<file path="src/rtl/adbg_wb_pkg.sv">
// Shared types, encodings and byte-lane helpers for the debug-unit
// Wishbone transaction sequencer. Lane numbering is big-endian (OR1K):
// byte address 0 lives on DAT[31:24].
package adbg_wb_pkg;

    typedef enum logic {
        ST_IDLE = 1'b0,
        ST_BUS  = 1'b1
    } xfer_state_t;

    localparam logic [1:0] SZ_BYTE = 2'd0;
    localparam logic [1:0] SZ_HALF = 2'd1;
    localparam logic [1:0] SZ_WORD = 2'd2;
    localparam logic [1:0] SZ_RSVD = 2'd3;

    localparam logic [2:0] WB_CTI_CLASSIC = 3'b000;
    localparam logic [1:0] WB_BTE_LINEAR  = 2'b00;

    // Byte-select for a given access size and low address bits.
    function automatic logic [3:0] wb_sel(input logic [1:0] size, input logic [1:0] a);
        logic [3:0] s;
        case (size)
            SZ_BYTE: s = 4'b1000 >> a;
            SZ_HALF: s = a[1] ? 4'b0011 : 4'b1100;
            SZ_WORD: s = 4'b1111;
            default: s = 4'b0000;
        endcase
        return s;
    endfunction

    // Replicate right-justified write data across every lane it may land on.
    function automatic logic [31:0] wb_steer(input logic [1:0] size, input logic [31:0] wdata);
        logic [31:0] d;
        case (size)
            SZ_BYTE: d = {4{wdata[7:0]}};
            SZ_HALF: d = {2{wdata[15:0]}};
            default: d = wdata;
        endcase
        return d;
    endfunction

    // Pull the addressed lane out of bus read data, right-justified and zero-extended.
    function automatic logic [31:0] wb_extract(input logic [1:0] size, input logic [1:0] a,
                                               input logic [31:0] dat);
        logic [31:0] r;
        case (size)
            SZ_BYTE: begin
                case (a)
                    2'd0:    r = {24'd0, dat[31:24]};
                    2'd1:    r = {24'd0, dat[23:16]};
                    2'd2:    r = {24'd0, dat[15:8]};
                    default: r = {24'd0, dat[7:0]};
                endcase
            end
            SZ_HALF: r = a[1] ? {16'd0, dat[15:0]} : {16'd0, dat[31:16]};
            default: r = dat;
        endcase
        return r;
    endfunction

    // Natural alignment check; reserved size is rejected separately.
    function automatic logic wb_misaligned(input logic [1:0] size, input logic [1:0] a);
        logic m;
        case (size)
            SZ_HALF: m = a[0];
            SZ_WORD: m = (a != 2'b00);
            default: m = 1'b0;
        endcase
        return m;
    endfunction

endpackage

</file>
<file path="src/rtl/adbg_wb_xfer_ctrl_if.sv">
// Classic Wishbone master bundle used by the debug-unit bus sequencer.
interface adbg_wb_xfer_ctrl_if;

    logic [31:0] WB_ADR_O;
    logic [31:0] WB_DAT_O;
    logic [3:0]  WB_SEL_O;
    logic        WB_WE_O;
    logic        WB_CYC_O;
    logic        WB_STB_O;
    logic [2:0]  WB_CTI_O;
    logic [1:0]  WB_BTE_O;
    logic [31:0] WB_DAT_I;
    logic        WB_ACK_I;
    logic        WB_ERR_I;

    modport master (
        output WB_ADR_O, WB_DAT_O, WB_SEL_O, WB_WE_O, WB_CYC_O, WB_STB_O,
               WB_CTI_O, WB_BTE_O,
        input  WB_DAT_I, WB_ACK_I, WB_ERR_I
    );

    modport slave (
        input  WB_ADR_O, WB_DAT_O, WB_SEL_O, WB_WE_O, WB_CYC_O, WB_STB_O,
               WB_CTI_O, WB_BTE_O,
        output WB_DAT_I, WB_ACK_I, WB_ERR_I
    );

endinterface

</file>
<file path="src/rtl/adbg_wb_lane.sv">
// Combinational big-endian byte-lane steering: select generation, write
// replication and read extraction for one access of a given size/offset.
module adbg_wb_lane
    import adbg_wb_pkg::*;
(
    input  logic [1:0]  size,
    input  logic [1:0]  addr_lo,
    input  logic [31:0] wdata,
    input  logic [31:0] bus_rdata,
    output logic [3:0]  sel,
    output logic [31:0] wdata_lanes,
    output logic [31:0] rdata_just
);

    assign sel         = wb_sel(size, addr_lo);
    assign wdata_lanes = wb_steer(size, wdata);
    assign rdata_just  = wb_extract(size, addr_lo, bus_rdata);

endmodule

</file>
<file path="src/rtl/adbg_wb_xfer_ctrl.sv">
// Wishbone-side sequencer for the debug unit bus module. Takes one
// synchronized request at a time, runs a single classic WB cycle with lane
// steering and a timeout, and reports completion as a toggle.
//
// state   | meaning
// --------+-----------------------------------------------------------
// ST_IDLE | waiting for error-clear or request level; rejects bad ones
// ST_BUS  | CYC/STB held, waiting for ACK/ERR or timeout
module adbg_wb_xfer_ctrl
    import adbg_wb_pkg::*;
#(
    parameter int TIMEOUT_CYCLES = 1024
) (
    input  logic                CLK,
    input  logic                RSTN,
    input  logic                REQ_DET,
    output logic                REQ_CLR,
    input  logic                ERR_CLR_DET,
    output logic                ERR_CLR,
    input  logic                XFER_FIRST,
    input  logic [31:0]         XFER_ADDR,
    input  logic                XFER_WE,
    input  logic [1:0]          XFER_SIZE,
    input  logic [31:0]         XFER_WDATA,
    output logic                ACK_TOGGLE,
    output logic [31:0]         RDATA,
    output logic                BUS_ERR,
    adbg_wb_xfer_ctrl_if.master wb
);

    localparam int              CNT_W    = $clog2(TIMEOUT_CYCLES);
    localparam logic [CNT_W-1:0] CNT_LAST = CNT_W'(TIMEOUT_CYCLES - 1);

    xfer_state_t      state;
    logic [31:0]      next_addr;
    logic [31:0]      adr_q;
    logic [31:0]      dat_q;
    logic [31:0]      rdata_q;
    logic [3:0]       sel_q;
    logic [1:0]       size_q;
    logic [CNT_W-1:0] cnt;
    logic             cyc_q;
    logic             stb_q;
    logic             we_q;
    logic             req_clr_q;
    logic             err_clr_q;
    logic             ack_tog_q;
    logic             bus_err_q;

    logic [31:0]      req_addr;
    logic [1:0]       lane_size;
    logic [1:0]       lane_a;
    logic [3:0]       lane_sel;
    logic [31:0]      lane_wdata;
    logic [31:0]      lane_rdata;
    logic             reject;
    logic [31:0]      addr_inc;

    assign req_addr  = XFER_FIRST ? XFER_ADDR : next_addr;
    // In IDLE the lane logic steers the incoming request; in BUS it extracts
    // read data for the access already on the bus.
    assign lane_size = (state == ST_IDLE) ? XFER_SIZE : size_q;
    assign lane_a    = (state == ST_IDLE) ? req_addr[1:0] : adr_q[1:0];
    assign reject    = bus_err_q || (XFER_SIZE == SZ_RSVD) ||
                       wb_misaligned(XFER_SIZE, req_addr[1:0]);
    assign addr_inc  = 32'd1 << size_q;

    adbg_wb_lane u_lane (
        .size        (lane_size),
        .addr_lo     (lane_a),
        .wdata       (XFER_WDATA),
        .bus_rdata   (wb.WB_DAT_I),
        .sel         (lane_sel),
        .wdata_lanes (lane_wdata),
        .rdata_just  (lane_rdata)
    );

    // Sequencer: request intake, single WB cycle, timeout and sticky error.
    // The synchronizer levels are ignored while their clear pulse is out,
    // since they only fall on the edge that samples that pulse.
    always_ff @(posedge CLK or negedge RSTN) begin
        if (!RSTN) begin
            state     <= ST_IDLE;
            next_addr <= '0;
            adr_q     <= '0;
            dat_q     <= '0;
            rdata_q   <= '0;
            sel_q     <= '0;
            size_q    <= SZ_BYTE;
            cnt       <= '0;
            cyc_q     <= 1'b0;
            stb_q     <= 1'b0;
            we_q      <= 1'b0;
            req_clr_q <= 1'b0;
            err_clr_q <= 1'b0;
            ack_tog_q <= 1'b0;
            bus_err_q <= 1'b0;
        end else begin
            req_clr_q <= 1'b0;
            err_clr_q <= 1'b0;
            case (state)
                ST_IDLE: begin
                    if (ERR_CLR_DET && !err_clr_q) begin
                        bus_err_q <= 1'b0;
                        err_clr_q <= 1'b1;
                    end else if (REQ_DET && !req_clr_q) begin
                        req_clr_q <= 1'b1;
                        if (reject) begin
                            bus_err_q <= 1'b1;
                            ack_tog_q <= ~ack_tog_q;
                        end else begin
                            adr_q  <= req_addr;
                            sel_q  <= lane_sel;
                            dat_q  <= lane_wdata;
                            we_q   <= XFER_WE;
                            size_q <= XFER_SIZE;
                            cyc_q  <= 1'b1;
                            stb_q  <= 1'b1;
                            cnt    <= '0;
                            state  <= ST_BUS;
                        end
                    end
                end
                ST_BUS: begin
                    if (wb.WB_ERR_I || (!wb.WB_ACK_I && (cnt == CNT_LAST))) begin
                        cyc_q     <= 1'b0;
                        stb_q     <= 1'b0;
                        bus_err_q <= 1'b1;
                        ack_tog_q <= ~ack_tog_q;
                        state     <= ST_IDLE;
                    end else if (wb.WB_ACK_I) begin
                        cyc_q     <= 1'b0;
                        stb_q     <= 1'b0;
                        if (!we_q) begin
                            rdata_q <= lane_rdata;
                        end
                        next_addr <= adr_q + addr_inc;
                        ack_tog_q <= ~ack_tog_q;
                        state     <= ST_IDLE;
                    end else begin
                        cnt <= cnt + 1'b1;
                    end
                end
            endcase
        end
    end

    assign REQ_CLR     = req_clr_q;
    assign ERR_CLR     = err_clr_q;
    assign ACK_TOGGLE  = ack_tog_q;
    assign RDATA       = rdata_q;
    assign BUS_ERR     = bus_err_q;

    assign wb.WB_ADR_O = adr_q;
    assign wb.WB_DAT_O = dat_q;
    assign wb.WB_SEL_O = sel_q;
    assign wb.WB_WE_O  = we_q;
    assign wb.WB_CYC_O = cyc_q;
    assign wb.WB_STB_O = stb_q;
    assign wb.WB_CTI_O = WB_CTI_CLASSIC;
    assign wb.WB_BTE_O = WB_BTE_LINEAR;

endmodule

</file>
<file path="src/flat_wrapper.sv">
// flat-port wrapper written by rule: the top's interface ports become plain ports
module adbg_wb_xfer_ctrl_flat import adbg_wb_pkg::*;
#(
    parameter int TIMEOUT_CYCLES = 1024
)
  (CLK, RSTN, REQ_DET, REQ_CLR, ERR_CLR_DET, ERR_CLR, XFER_FIRST, XFER_ADDR, XFER_WE, XFER_SIZE, XFER_WDATA, ACK_TOGGLE, RDATA, BUS_ERR, wb_WB_ADR_O, wb_WB_DAT_O, wb_WB_SEL_O, wb_WB_WE_O, wb_WB_CYC_O, wb_WB_STB_O, wb_WB_CTI_O, wb_WB_BTE_O, wb_WB_DAT_I, wb_WB_ACK_I, wb_WB_ERR_I);
  adbg_wb_xfer_ctrl_if wb_i ();
  input  logic CLK;
  input  logic RSTN;
  input  logic REQ_DET;
  output logic REQ_CLR;
  input  logic ERR_CLR_DET;
  output logic ERR_CLR;
  input  logic XFER_FIRST;
  input  logic [31:0] XFER_ADDR;
  input  logic XFER_WE;
  input  logic [1:0] XFER_SIZE;
  input  logic [31:0] XFER_WDATA;
  output logic ACK_TOGGLE;
  output logic [31:0] RDATA;
  output logic BUS_ERR;
  output wire logic [$bits(wb_i.WB_ADR_O)-1:0] wb_WB_ADR_O;
  output wire logic [$bits(wb_i.WB_DAT_O)-1:0] wb_WB_DAT_O;
  output wire logic [$bits(wb_i.WB_SEL_O)-1:0] wb_WB_SEL_O;
  output wire logic [$bits(wb_i.WB_WE_O)-1:0] wb_WB_WE_O;
  output wire logic [$bits(wb_i.WB_CYC_O)-1:0] wb_WB_CYC_O;
  output wire logic [$bits(wb_i.WB_STB_O)-1:0] wb_WB_STB_O;
  output wire logic [$bits(wb_i.WB_CTI_O)-1:0] wb_WB_CTI_O;
  output wire logic [$bits(wb_i.WB_BTE_O)-1:0] wb_WB_BTE_O;
  input wire logic [$bits(wb_i.WB_DAT_I)-1:0] wb_WB_DAT_I;
  input wire logic [$bits(wb_i.WB_ACK_I)-1:0] wb_WB_ACK_I;
  input wire logic [$bits(wb_i.WB_ERR_I)-1:0] wb_WB_ERR_I;
  assign wb_WB_ADR_O = wb_i.WB_ADR_O;
  assign wb_WB_DAT_O = wb_i.WB_DAT_O;
  assign wb_WB_SEL_O = wb_i.WB_SEL_O;
  assign wb_WB_WE_O = wb_i.WB_WE_O;
  assign wb_WB_CYC_O = wb_i.WB_CYC_O;
  assign wb_WB_STB_O = wb_i.WB_STB_O;
  assign wb_WB_CTI_O = wb_i.WB_CTI_O;
  assign wb_WB_BTE_O = wb_i.WB_BTE_O;
  assign wb_i.WB_DAT_I = wb_WB_DAT_I;
  assign wb_i.WB_ACK_I = wb_WB_ACK_I;
  assign wb_i.WB_ERR_I = wb_WB_ERR_I;
  adbg_wb_xfer_ctrl #(.TIMEOUT_CYCLES(TIMEOUT_CYCLES)) u_core (.CLK(CLK), .RSTN(RSTN), .REQ_DET(REQ_DET), .REQ_CLR(REQ_CLR), .ERR_CLR_DET(ERR_CLR_DET), .ERR_CLR(ERR_CLR), .XFER_FIRST(XFER_FIRST), .XFER_ADDR(XFER_ADDR), .XFER_WE(XFER_WE), .XFER_SIZE(XFER_SIZE), .XFER_WDATA(XFER_WDATA), .ACK_TOGGLE(ACK_TOGGLE), .RDATA(RDATA), .BUS_ERR(BUS_ERR), .wb(wb_i));
endmodule
</file>
<file path="config.mk">
export PLATFORM = sky130hd
export DESIGN_NAME = adbg_wb_xfer_ctrl_flat
export DESIGN_NICKNAME = d
export VERILOG_FILES = /design/src/rtl/adbg_wb_pkg.sv /design/src/rtl/adbg_wb_xfer_ctrl_if.sv /design/src/rtl/adbg_wb_lane.sv /design/src/rtl/adbg_wb_xfer_ctrl.sv /design/src/flat_wrapper.sv
export SDC_FILE = /design/constraint.sdc
export NUM_CORES = 1
export LEC_CHECK = 0
export ABC_AREA = 0
export BUFFER_PORTS_ARGS = -buffer_cell sky130_fd_sc_hd__buf_4
export CORE_MARGIN = 5
export CORE_UTILIZATION = 35
export CTS_CLUSTER_SIZE = 28
export DETAILED_ROUTE_END_ITERATION = 12
export PLACE_DENSITY = 0.58
export SYNTH_ARGS = -nofsm -noshare
export SYNTH_HDL_FRONTEND = slang
export SYNTH_SLANG_ARGS = --single-unit
</file>
<file path="constraint.sdc">
create_clock -name CLK -period 3.24 [get_ports CLK]
set_clock_uncertainty 0.15 [all_clocks]
set_input_delay 0.162 -clock CLK [delete_from_list [all_inputs] [get_ports CLK]]
set_output_delay 0.162 -clock CLK [all_outputs]
set_load 0.02 [all_outputs]
</file>
==> impl_results.md, run 1 <==
- Post-synth top cells: 209 x nand2_1, 151 x dfrtp_1, 91 x o21ai_0
- Grt peak-use layer: met2
- Period utilisation layout: 82.53%
- Htree depth: 4
- Adder-cell share of the synthesized area: 1.481%
- Final setup fails: 0
- Worst path arrival time: 2.81 ns
- P&R area growth vs syn: 42.66%
- Setup Crit Path Kind: reg -> reg
- Total number of vias: 7441
- Synth Warn #: 0
- Max-cap viol count: 0
- Post-synth top area cell: dfrtp_1
- Fmax: 0.3740 GHz
- Die H: 162.2 um
- Hold/Removal Path Class: in -> reg
- DRC Markers: 0
- Leakage: 0.005488 uW
- Overflow after GRT: 0
- Setup crit start kind: register
- Clk slew on worst S/H paths: 0.07 ns
- Post-DRT Antenna Nets: 0
- Post-synthesis compound-gate area fraction: 14.20%
- GRT Resource Usage Total: 19.05%
- Total Die Area: 26310 um2
- Number of synthesized flops with an enable pin: 0
- CP max FO: 28
- Num rows: 55
- R2R cell count: 6
- Synth Area in Simple Gates: 19.69%
- Worst reg-to-reg setup slack: 0.57 ns
- Post-synthesis mux area share: 10.06%
- Clk_lat worst skew: 0.42 ns
- GP Congestion: 0.7923
- Number of I/O pins: 218
- Port Buffers: 212
- RSZ-0062 raised after global routing: no
- Cell Count, Final, Fillers Out: 1483
- Peak VDD IR: 0.3929 mV
- Nets: 1300
- Mapped Area: 8109 um2
- Clock Sink Count: 151
- Worst Tran Pin Value: 0.7910 ns
- Cells after Synth: 896
- Status: finished clean
- Number of synthesized register bits: 151
- Core Area: 22710 um2
- Endpoint class of the critical path: register
- Largest family of logic cells by synthesized area: simple AND/OR/NAND/NOR gates
- TritonCTS clock tree: done
- Drt first pass iters: 5
- Placed Cells: 1349
- Sequential area share after synthesis: 46.60%
- Sum of net half-perimeters after detailed placement: 17240 um
- Final WL: 25200 um
- Minimum clock period: 2.674 ns
- Largest net degree at the start of global routing: 69
- Post-route setup slack: 0.5661 ns
- Vias per cell: 5.018
- Starting Density: 35.71%
- Slew headroom: 47.07%
- Die X: 162.2 um
- Pre-CTS setup slack: 0.7091 ns
- Vias in the first global route: 7434
- Finished Core Util: 50.94%
- Layout cells sized above 1: 23.54%
- Hold Crit Depth: 3
- Avg Inst Size Synth: 9.050 um2
- Hold path startpoint: XFER_SIZE[1]
- Hold Fails Final Rpt: 0
- Top_reg_cell synth: dfrtp_1
- Clk buf depth: 2
- Iter 0 DRT Violations: 413
- Crit path required time: 3.38 ns
- FF-to-FF End: u_core.wb.WB_DAT_O[24]$_DFFE_PN0P_
- Met2 Resource Use GR: 30.33%
- Crit Reg-Reg Startpoint: u_core.state$_DFF_PN0_
- Hold Path End: u_core.size_q[1]$_DFFE_PN0P_
- Final slew viol count: 0
- Pwr per Cell Area: 841.4 nW/um2
- Fraction of registers with async set/reset: 100.0%
- Setup tns final: 0 ns
- Initial antenna violation count: 1
- Unique masters post-synth: 57
- Most common cell in the synthesized netlist: nand2_1
- GR Util met1: 26.77%
- Area contributors post-synth: dfrtp_1 47%, nand2_1 9.7%, mux2i_1 8.3%
- First-pass GRT wire length: 40580 um
- Ant diodes: 0
- Clock Tree Root: clkbuf_16
- Post-synth top area share: 46.60%
- Met3 Use GR: 3.375%
- Routed WL per cell: 16.99 um
- Num CTS Buffers: 17
- Post-synthesis xor/xnor area fraction: 3.672%
## report_power, final
part           switching, uW  total, uW  leakage [uW]  internal (uW)
Sequential               739       3460       0.00193           2720
Combinational           2320       4150       0.00326           1830
Clock                    885       2120      0.000299           1240
## placed cells by master (no fill, tap or decap), types with 3 or more instances in the layout
cell type | netlist | final
o21a_1 | 3 | 3
nor2b_1 | 5 | 5
a21o_1 | 3 | 3
and3_1 | 19 | 19
nor4_1 | 11 | 11
mux2_2 | 9 | 9
inv_6 | 0 | 4
o21ai_1 | 4 | 3
nand3_1 | 27 | 27
ha_1 | 8 | 8
o31ai_1 | 11 | 10
nand2_1 | 209 | 209
inv_1 | 8 | 8
a21oi_1 | 20 | 19
a2111oi_0 | 8 | 8
clkbuf_16 | 0 | 17
o21ai_0 | 91 | 91
buf_4 | 8 | 226
xor2_1 | 13 | 13
dfrtp_1 | 151 | 151
clkinv_4 | 0 | 3
mux2i_1 | 67 | 67
and2_1 | 12 | 12
a31oi_1 | 14 | 14
dlygate4sd3_1 | 0 | 102
o32a_1 | 8 | 8
conb_1 | 1 | 5
a221oi_1 | 8 | 8
nor2_1 | 49 | 48
or2_2 | 3 | 3
xnor2_1 | 21 | 21
bufinv_16 | 0 | 3
and4_1 | 3 | 3
nor3_1 | 8 | 8
nand4_1 | 10 | 10
## worst max-delay path, stage by stage, from the launching register on
cell and delay (ns):
dfrtp_1 0.57, buf_4 0.32, o21ai_4 0.64, nor2_1 0.10, a21oi_1 0.13, dlygate4sd3_1 0.55
o21ai_0 0.06
## kinds of logic (layout without fill, tap and decap cells)
| family | Yosys count | count (layout) |
|---|---|---|
| AND/OR/NAND/NOR | 363 | 363 |
| AO/OA/AOI/OAI | 186 | 186 |
| flip-flops | 151 | 151 |
| multiplexers | 79 | 79 |
| buffers and inverters | 73 | 371 |
| XOR/XNOR | 34 | 34 |
| adder cells (fa/ha/maj) | 9 | 9 |
| other | 1 | 5 |
## flip-flops by register name, summed over array words and instances (netlist names), 2 cells and up
signal,cells
u_core.next_addr,32
u_core.RDATA,32
u_core.cnt,10
u_core.size_q,2
u_core.wb.WB_ADR_O,32
u_core.wb.WB_SEL_O,4
u_core.wb.WB_DAT_O,32
## worst max-delay path by stage
stage | slack (ns) | to | startpoint | cells after the start
floorplan | 1.00 | u_core.next_addr[12]$_DFFE_PN0P_ | u_core.wb.WB_ADR_O[0]$_DFFE_PN0P_ | 7
global placement | 0.81 | u_core.next_addr[28]$_DFFE_PN0P_ | u_core.size_q[1]$_DFFE_PN0P_ | 8
global route | 0.31 | u_core.wb.WB_DAT_O[24]$_DFFE_PN0P_ | u_core.state$_DFF_PN0_ | 6
detailed placement | 0.71 | u_core.next_addr[30]$_DFFE_PN0P_ | u_core.size_q[1]$_DFFE_PN0P_ | 8
CTS | 0.55 | u_core.wb.WB_DAT_O[24]$_DFFE_PN0P_ | u_core.state$_DFF_PN0_ | 6
finish | 0.57 | u_core.wb.WB_DAT_O[24]$_DFFE_PN0P_ | u_core.state$_DFF_PN0_ | 6
## final cells by class
| cell class | instances | area [um2] |
|---|---|---|
| flip-flops and latches | 151 | 3779 |
| inverters | 9 | 33.78 |
| clock inverters | 15 | 193.9 |
| repair buffers | 330 | 2749 |
| fillers | 2114 | 11140 |
| multi-input cells | 676 | 4031 |
| well taps | 285 | 356.6 |
| clock buffers | 17 | 425.4 |
## metal layers
layer  up-vias  share of wire (%)
li1       3702                  -
met1      3530                 47
met2       175                 47
met3        32                4.4
met4         2                1.8
met5         -              0.079
## per-stage QoR
step           power (uW)  hold slack (ns)  instance area (um2)
6_report             9734          0.03603                11570
5_1_grt             10390          0.06042                11570
4_1_cts              9852          0.02646                11570
3_5_place_dp         7585          0.03903                 9928
3_3_place_gp         7513          0.03555                 9928
2_1_floorplan        5757          -0.2836                 8124
## timing repair
item / 4_1_cts / 5_1_grt
hold buffers: 102 / 0
endpoints found under the hold margin: 155 / 0
buffers inserted: 0 / 0
resized for setup: 0 / 0
Note: power is estimated with default switching activity, not from simulation.
==> run 2: changes to the inputs <==
ABC_AREA = 1   (was 0)
clock period = 2.8 ns   (was 3.24 ns; I/O delays follow)
==> impl_results.md, run 2 <==
- Die H: 163.4 um (was 162.2 um)
- Ant diodes: 0 (unchanged)
- Metal3 WL: 1556 um (was 1112 um)
- Overflow after GRT: 0 (unchanged)
- NetSw: 4557 uW (was 3949 uW)
- Post-route total power: 11200 uW (was 9734 uW)
- Clock Power Share: 22.3% (was 21.8%)
- Clock Tree Root: clkbuf_16 (unchanged)
- Final WL: 26630 um (was 25200 um)
- Hold Fails Final Rpt: 0 (unchanged)
- Finished Core Util: 50.84% (was 50.94%)
- Cts repair resizes: 0 (unchanged)
- Minimum clock period: 2.568 ns (was 2.674 ns)
- DR WL met2: 12180 um (was 11810 um)
- Mapped Area: 8235 um2 (was 8109 um2)
- Nets: 1508 (was 1300)
- Setup tns final: 0 ns (unchanged)
- Combinational Power Share: 42.6% (was 42.7%)
- TritonCTS clock tree: done (unchanged)
- Clk_lat worst skew: 0.42 ns (about the same)
- Worst path arrival time: 2.75 ns (was 2.81 ns)
- Vias per cell: 4.784 (was 5.018)
- Fmax: 0.3893 GHz (was 0.3740 GHz)
- Total Die Area: 26700 um2 (was 26310 um2)
- Leading cell type in the layout, fill and taps excluded: nand2_1 (was buf_4)
- Top_reg_cell synth: dfrtp_1 (unchanged)
- Post-synth top area share: 45.88% (was 46.60%)
- Iter 0 DRT Violations: 535 (was 413)
- Vias in the first global route: 8123 (was 7434)
- Starting Density: 35.30% (was 35.71%)
- Sequential area share after synthesis: 45.88% (was 46.60%)
- Die X: 163.4 um (was 162.2 um)
- Number of I/O pins: 218 (unchanged)
- Number of synthesized register bits: 151 (unchanged)
- Internal: 6638 uW (was 5785 uW)
- Post-route setup slack: 0.2315 ns (was 0.5661 ns)
- Unique masters post-synth: 38 (was 57)
- Top Metal Used: met4 (was met5)
- First-pass GRT wire length: 42750 um (was 40580 um)
- RSZ-0062 raised after global routing: no (unchanged)
- Post-synth top area cell: dfrtp_1 (unchanged)
- Slew headroom: 29.90% (was 47.07%)
- FILL cells: 2220 (was 2114)
- Total number of vias: 8248 (was 7441)
- Layout cells sized above 1: 20.43% (was 23.54%)
- Pre-CTS setup slack: 0.4078 ns (was 0.7091 ns)
- Avg Inst Size Synth: 7.611 um2 (was 9.050 um2)
- Peak VDD IR: 0.4534 mV (was 0.3929 mV)
- Initial antenna violation count: 0 (was 1)
- Post-DRT Antenna Nets: 0 (unchanged)
- Placed cell area: 10070 um2 (was 9928 um2)
- Number of synthesized flops with an enable pin: 0 (unchanged)
- Status: finished clean (unchanged)
- Worst Tran Pin Value: 1.051 ns (was 0.7910 ns)
- Period utilisation layout: 91.73% (was 82.53%)
- Most frequent cells in the layout: 345 x nand2_1, 222 x buf_4, 151 x dfrtp_1 (was 226 x buf_4, 209 x nand2_1, 151 x dfrtp_1)
- Hold/Removal Path Class: in -> reg (unchanged)
- Final Cell Area: 11860 um2 (was 11570 um2)
- Clock Sink Count: 151 (unchanged)
- Largest net degree at the start of global routing: 115 (was 69)
- Pwr per Cell Area: 943.8 nW/um2 (was 841.4 nW/um2)
- Htree depth: 4 (unchanged)
- Num CTS Buffers: 17 (unchanged)
- Most common cell in the synthesized netlist: nand2_1 (unchanged)
- Final slew viol count: 0 (unchanged)
- P&R area growth vs syn: 44.03% (was 42.66%)
- Max-cap viol count: 0 (unchanged)
- Final setup fails: 0 (unchanged)
- Sum of net half-perimeters after detailed placement: 18470 um (was 17240 um)
- Core Area: 23330 um2 (was 22710 um2)
- Endpoint class of the critical path: register (unchanged)
- DRC Markers: 0 (unchanged)
- Area contributors post-synth: dfrtp_1 46%, nand2_1 16%, o21ai_0 5.2% (was dfrtp_1 47%, nand2_1 9.7%, mux2i_1 8.3%)
- M1 wire length: 12110 um (was 11800 um)
- Crit path required time: 2.99 ns (was 3.38 ns)
- Port Buffers: 212 (unchanged)
- Post-synth top cells: 345 x nand2_1, 151 x dfrtp_1, 107 x inv_1 (was 209 x nand2_1, 151 x dfrtp_1, 91 x o21ai_0)
- Clk slew on worst S/H paths: 0.06 ns (was 0.07 ns)
- Setup Crit Path Kind: reg -> reg (unchanged)
- Routed WL per cell: 15.45 um (was 16.99 um)
- GRT Resource Usage Total: 20.03% (was 19.05%)
- Setup crit start kind: register (unchanged)
- Fraction of registers with async set/reset: 100.0% (unchanged)
- Drt first pass iters: 5 (unchanged)
- Sequential Power Share: 35.1% (was 35.6%)
- GP Congestion: 0.8750 (was 0.7923)
- CP max FO: 28 (unchanged)
- Sw Ratio: 40.71% (was 40.57%)
- Clk buf depth: 2 (unchanged)
- Leakage: 0.005958 uW (was 0.005488 uW)
- Synth Warn #: 0 (unchanged)
- Num rows: 56 (was 55)
- Cells after Synth: 1082 (was 896)
[run 2: final timing paths]
kind / start / to / slack (ns) / cells past startpoint
max: u_core.state$_DFF_PN0_ / u_core.wb.WB_DAT_O[30]$_DFFE_PN0P_ / 0.23 / 10
min: XFER_ADDR[1] / u_core.wb.WB_ADR_O[1]$_DFFE_PN0P_ / 0.02 / 5
max reg2reg: u_core.state$_DFF_PN0_ / u_core.wb.WB_DAT_O[30]$_DFFE_PN0P_ / 0.23 / 10
min reg2reg: u_core.next_addr[27]$_DFFE_PN0P_ / u_core.next_addr[27]$_DFFE_PN0P_ / 0.33 / 2
max in group asynchronous: RSTN / u_core.RDATA[4]$_DFFE_PN0P_ / 1.63 / 3
min in group asynchronous: RSTN / u_core.wb.WB_ADR_O[18]$_DFFE_PN0P_ / 0.15 / 2
[run 2: critical path, stage by stage (launching register included)]
cell           delay, ns
dfrtp_1             0.36
buf_4               0.19
nand2_1             0.12
o21ai_4             0.09
buf_12              0.14
nor2_8              0.36
nand2_1             0.16
o21ai_0             0.13
a21oi_1             0.07
dlygate4sd3_1       0.57
o21ai_1             0.13
[run 2: power by group through the flow]
| stage | clock (uW) | sequential [uW] | combinational, uW |
|---|---|---|---|
| final | 2500 | 3930 | 4770 |
| after global routing | 2650 | 4060 | 5260 |
| after CTS | 2570 | 3930 | 4780 |
| after global placement | 0 | 3940 | 4530 |
| after detailed placement | 0 | 3940 | 4610 |
| after floorplan | 0 | 4550 | 1980 |
[run 2: logic make-up after synthesis]
group	after synthesis	synth area share, %
AOI/OAI and AO/OA	179	11.36
xor gates and xnor gates	15	1.595
adders and majority gates	9	1.459
buffers and inverters	168	8.994
DFF	151	45.88
muxes	27	3.282
other	1	0.04554
and+or+nand+nor	532	27.38
[run 2: what timing repair did]
item                       CTS  global route
hold endpoints to repair   167             0
hold buffers               113             0
buffers inserted             0             2
setup endpoints to repair    0             7
[run 2: layer usage]
layer  vias up  track usage (%)
met2       268            31.36
li1       4095                -
met1      3830            27.38
met4         0            7.854
met5         -                0
met3        55            4.012
[run 2: final cells by class]
cell class / count / area (um2) / area share (%)
sequential: 151 / 3779 / 31.86
multi-input combinational: 767 / 3746 / 31.58
timing repair buffer: 339 / 2869 / 24.19
clock buffer: 21 / 460.4 / 3.882
inverter: 117 / 439.2 / 3.703
tap: 319 / 399.1 / 3.365
clock inverter: 10 / 168.9 / 1.424
[run 2: through the flow]
step	instances	hold WS, ns
CTS	1722	0.02078
global route	1724	0.05376
detailed placement	1578	0.06762
floorplan	1086	-0.3056
finish	1724	0.01895
global placement	1578	0.05806
